<file path="src/rtl/param_rx_fifo.sv">
// ============================================================================
// param_rx_fifo
// ----------------------------------------------------------------------------
// Purpose:
//    Synchronous first-word-fall-through receive FIFO with occupancy count,
//    programmable almost-full / almost-empty thresholds and sticky
//    overflow / underflow error flags.
//
// Parameters:
//    DATA_WIDTH  entry width in bits (>= 1)
//    DEPTH       number of entries (power of two, >= 2)
//    AF_LEVEL    almost_full asserts when count >= AF_LEVEL
//    AE_LEVEL    almost_empty asserts when count <= AE_LEVEL
//
// Ports:
//    clk           single clock, all state changes on its rising edge
//    n_rst         asynchronous active-low reset
//    clear         synchronous flush of pointers, count and error flags
//    w_enable      write request
//    w_data        write data
//    r_enable      read / pop request
//    r_data        oldest entry, zero while empty
//    empty         count == 0
//    full          count == DEPTH
//    almost_full   count >= AF_LEVEL
//    almost_empty  count <= AE_LEVEL
//    count         current occupancy
//    overflow      sticky, a write was rejected
//    underflow     sticky, a read was rejected
// ============================================================================
module param_rx_fifo #(
   parameter int DATA_WIDTH = 8,
   parameter int DEPTH      = 64,
   parameter int AF_LEVEL   = DEPTH - 4,
   parameter int AE_LEVEL   = 4
) (
   input  logic                    clk,
   input  logic                    n_rst,
   input  logic                    clear,
   input  logic                    w_enable,
   input  logic [DATA_WIDTH-1:0]   w_data,
   input  logic                    r_enable,
   output logic [DATA_WIDTH-1:0]   r_data,
   output logic                    empty,
   output logic                    full,
   output logic                    almost_full,
   output logic                    almost_empty,
   output logic [$clog2(DEPTH):0]  count,
   output logic                    overflow,
   output logic                    underflow
);

   localparam int AW = $clog2(DEPTH);
   localparam int CW = AW + 1;

   logic [DATA_WIDTH-1:0] mem [DEPTH];
   logic [AW-1:0]         wr_ptr;
   logic [AW-1:0]         rd_ptr;
   logic                  do_write;
   logic                  do_read;

   // Every status flag is a pure decode of the count register, so all flags
   // move together with count and are forced to their reset values as soon
   // as reset clears count.
   assign empty        = (count == '0);
   assign full         = (count == CW'(DEPTH));
   assign almost_full  = (int'(count) >= AF_LEVEL);
   assign almost_empty = (int'(count) <= AE_LEVEL);

   // A full FIFO can still take a write when the same edge pops the oldest
   // entry: the write lands in the slot being vacated. A read of an empty
   // FIFO is never accepted, even when a write arrives in the same cycle.
   assign do_write = w_enable && (!full || r_enable);
   assign do_read  = r_enable && !empty;

   // Fall-through read port; zero while empty so stale storage never leaks.
   assign r_data = empty ? '0 : mem[rd_ptr];

   // Storage array has no reset; only entries between the pointers are ever
   // observed. A flush suppresses the write so clear fully wins.
   always_ff @(posedge clk) begin
      if (do_write && !clear) begin
         mem[wr_ptr] <= w_data;
      end
   end

   // Pointer, occupancy and sticky error bookkeeping. Pointers wrap
   // naturally at DEPTH because DEPTH is a power of two. A simultaneous
   // accepted write and read leaves count unchanged.
   always_ff @(posedge clk or negedge n_rst) begin
      if (!n_rst) begin
         wr_ptr    <= '0;
         rd_ptr    <= '0;
         count     <= '0;
         overflow  <= 1'b0;
         underflow <= 1'b0;
      end else if (clear) begin
         wr_ptr    <= '0;
         rd_ptr    <= '0;
         count     <= '0;
         overflow  <= 1'b0;
         underflow <= 1'b0;
      end else begin
         if (do_write) begin
            wr_ptr <= wr_ptr + 1'b1;
         end
         if (do_read) begin
            rd_ptr <= rd_ptr + 1'b1;
         end
         if (do_write && !do_read) begin
            count <= count + 1'b1;
         end else if (do_read && !do_write) begin
            count <= count - 1'b1;
         end
         if (w_enable && full && !r_enable) begin
            overflow <= 1'b1;
         end
         if (r_enable && empty) begin
            underflow <= 1'b1;
         end
      end
   end

endmodule

</file>
<file path="config.mk">
export PLATFORM = sky130hd
export DESIGN_NAME = param_rx_fifo
export DESIGN_NICKNAME = d
export VERILOG_FILES = /design/src/rtl/param_rx_fifo.sv
export SDC_FILE = /design/constraint.sdc
export NUM_CORES = 1
export LEC_CHECK = 0
export CAP_MARGIN = 20
export CELL_PAD_IN_SITES_DETAIL_PLACEMENT = 1
export CELL_PAD_IN_SITES_GLOBAL_PLACEMENT = 2
export CORE_MARGIN = 2
export CORE_UTILIZATION = 49
export CTS_CLUSTER_SIZE = 12
export DETAILED_ROUTE_END_ITERATION = 6
export GPL_TIMING_DRIVEN = 0
export HOLD_SLACK_MARGIN = 0.06
export PLACE_DENSITY_LB_ADDON = 0.3
export SLEW_MARGIN = 25
export SYNTH_ARGS = -nofsm -noshare
export SYNTH_HDL_FRONTEND = slang
export SYNTH_SLANG_ARGS = --single-unit
</file>
<file path="constraint.sdc">
create_clock -name clk -period 3.5 [get_ports clk]
set_input_delay 0.7 -clock clk [delete_from_list [all_inputs] [get_ports clk]]
set_output_delay 0.7 -clock clk [all_outputs]
set_load 0.01 [all_outputs]
</file>
==> key figures <==
Status
  – Status: finished, violations left
  – Failing checks: negative setup slack

Synthesis
  – Syn Std Cell Area: 0.0211 mm2
  – Main synth FF type: edfxtp_1
  – Post-synth EDFFs: about 500
  – Sequential share of the synthesized area: 0.753
  – Compound-Gate Fraction of Synth Area: 0.0476
  – Mapped Nets: around 1100
  – XOR/XNOR Fraction of Synth Area: 0.00498
  – Post-synthesis mux area share: 0.138
  – Synth Register Bits: approximately 530
  – Largest family of logic cells by synthesized area: multiplexers
  – Distinct cells, synth: 50
  – Mapped Cells: 1084
  – Ys Warns: 0
  – Simple-Gate Fraction of Synth Area: 0.0331
  – Synth Area in Adders: 0.00569
  – Avg Cell Area, Syn: 19.5 um2
  – Asr flop ratio synth: 0.0394

Timing
  – Final period util: 1.04
  – Worst hold slack: about 0.093 ns
  – Number of setup violations in the final report: 8
  – RSZ-0062 raised after global routing: true
  – Worst rel slew slack: 0.327
  – Slew @ Worst Pin: 1.01 ns
  – Skew final: 0.0144 ns
  – Final hold vios: 0
  – F_max: about 0.28 GHz
  – Max-slew violations: 0
  – Setup WS post-layout: -0.129 ns
  – Tmin final: 3.63 ns

Global routing
  – Vias in the first global route: around 12000
  – Grt ovf: 0
  – First-pass GRT wire length: 82400 um
  – Total track usage: 0.261
  – Largest net degree at the start of global routing: 65
  – Initial antenna violation count: 1

Worst setup path
  – Top cell by count, worst path: buf_16
  – Worst path cell trace: buf_12, buf_16, buf_16, buf_6, mux4_2, a22oi_2, nand2_1, a22o_1, buf_2
  – Buf/Inv on CP: 5
  – CP Capture Type: output pin
  – Worst Path Required: around 2.8 ns
  – Worst setup path class: flop to output pin
  – CP peak stage delay: 0.53 ns
  – Crit path max-delay family: buffers and inverters
  – Worst Setup Start Kind: flop
  – Slowest CP cell: mux4_2
  – Crit-path max FO: 6
  – Arr. time, crit path: 2.93 ns

Min path
  – Worst Hold Class: input pin to async pin

Power and ir drop
  – Total power: 15900 uW
  – Maximum vdd drop: 0.000458 V
  – Pwr/cell area: 635 mW/mm2
  – Lkg Pwr: between 0.007 and 0.008 uW

Route
  – Router iterations before antenna repair: 5
  – Routed Antenna Nets: 0
  – WL/cell: roughly 32 um
  – Via/cell ratio: 6.25
  – DR vias: between 10000 and 15000
  – # DRC: 0
  – First-iteration detailed-routing DRC count: 1031
  – WL final: about 56000 um

Final layout
  – Most frequent cells in the layout: 512 x edfxtp_1, 96 x mux4_2, 90 x nor2_1, 54 x clkbuf_16, 52 x mux2i_1
  – Commonest non-fill, non-tap cell in the layout: edfxtp_1
  – P&R area growth vs syn: 18.4%
  – Layout cells sized above 1: 0.300
  – Multi-input logic area: 0.00542 mm2
  – FF+latch area: 0.0159 mm2
  – Post-route cell area: 0.0250 mm2
  – Fill count: 3618
  – NumNets Final: 1228
  – # diodes: 0
  – Fin util: 0.584

CTS
  – CTS Hold Bufs: 0
  – Num CTS Buffers: 54
  – Clock sinks: 533
  – Clk pin slew, worst setup/hold paths: 0.06 ns
  – Root buf cell: clkbuf_16
  – H-tree levels: 2
  – Clock Latency Late Sink: between 0.5 and 0.6 ns
  – CTS Buffer Depth: 3
  – CTS tree: yes

Placement
  – Post-Place Cell Area: 0.0222 mm2
  – Gpl congestion: 0.828
  – Port Buffers: 33
  – Place WS: -0.781 ns
  – DP HPWL: 35000 um

Floorplanning
  – Die X: between 200 and 250 um
  – Die Height: 212 um
  – Io pins: 34
  – Total die area: 0.0448 mm2
  – FP Rows: 76
  – Initial Util: 0.494
  – Core box area: between 0.04 and 0.05 mm2

Run
  – Maxcap violations: 0
-- registers in the layout, summed over array words and instances, names as in the netlist --
| register | cells |
|---|---|
| wr_ptr | 6 |
| rd_ptr | 6 |
| underflow | 1 |
| overflow | 1 |
| count | 7 |
| mem | 512 |
-- cell type report --
class	count	share of cell area
Buffer	61	0.0250
Clock buffer	73	0.0569
Clock inverter	17	0.00575
Inverter	7	0.00105
Multi-Input combinational cell	481	0.217
Sequential cell	533	0.636
Tap cell	546	0.0273
Timing Repair Buffer	68	0.0314
-- worst paths after layout --
path	from	end	slack, ns	depth (start not counted)
max in group asynchronous	n_rst	rd_ptr[0]	3.02	1
min in group clk	w_data[2]	mem[42][2]	0.51	1
worst min register to register	overflow	overflow	0.52	2
worst max register to register	count[2]	mem[10][5]	0.22	6
worst min-delay path	n_rst	underflow	0.09	1
worst max-delay path	rd_ptr[0]	r_data[0]	-0.13	9
-- worst register-to-register path: stages (launching register included) --
cell and delay, ns:
dfrtp_1 0.50, nor3_2 0.11, nand3_1 0.16, o21ai_4 0.10, nor3_1 0.32, nand3b_1 0.68
nor2_1 1.02
-- metal layers --
metal	up-vias	share of wire	global-route usage
li1	4690	-	-
met1	5934	0.41	0.361
met2	438	0.49	0.427
met3	93	0.067	0.0467
met4	2	0.029	0.0821
met5	-	0.00023	0
-- cells by family after synthesis --
kind of cell | after synthesis
buf+inv | 70
flops | 533
fa+ha+maj | 9
simple gates | 153
compound gates | 138
xor+xnor | 12
mux | 169
-- power by group --
part | switching, uW | total, uW | internal (uW)
clock | 2290 | 5260 | 2970
sequential | 79.5 | 7130 | 7050
combinational | 1710 | 3490 | 1780
total | 4080 | 15900 | 11800
-- synth_stat cells (3+ instances only) --
library cell	n	area, um2
o221ai_1	16	140
a22oi_1	24	180
xor2_1	9	78.8
nand3_1	8	40.0
mux2_4	6	90.1
nor2b_1	4	25.0
nand3b_1	5	37.5
nand4_1	3	18.8
a22o_1	16	140
inv_1	7	26.3
edfxtp_1	512	15400
buf_1	3	11.3
nand2_1	21	78.8
buf_6	8	90.1
and3_1	3	18.8
xnor2_1	3	26.3
clkbuf_1	33	124
dfrtp_1	21	526
a21oi_1	29	145
mux4_2	96	2160
buf_4	9	67.6
nor3_1	3	15.0
mux2i_1	67	671
nor2_1	93	349
o22ai_1	16	100
a211oi_1	24	180
ha_1	8	100
buf_2	10	50.1
-- through the flow --
step	cells	setup TNS [ns]
after floorplan	1084	0
after global placement	1663	-75.67
after detailed placement	1666	-87.96
after CTS	1785	-0.863
after global routing	1786	-1.41
final	1786	-0.900
-- timing repair --
item / CTS / global route
endpoints found under the setup margin: 8 / 25
buffers inserted: 26 / 2
gates cloned: 5 / 0
gates resized for setup: 234 / 12
pin swaps: 42 / 15
No activity file was read; power rests on OpenSTA's default activity.
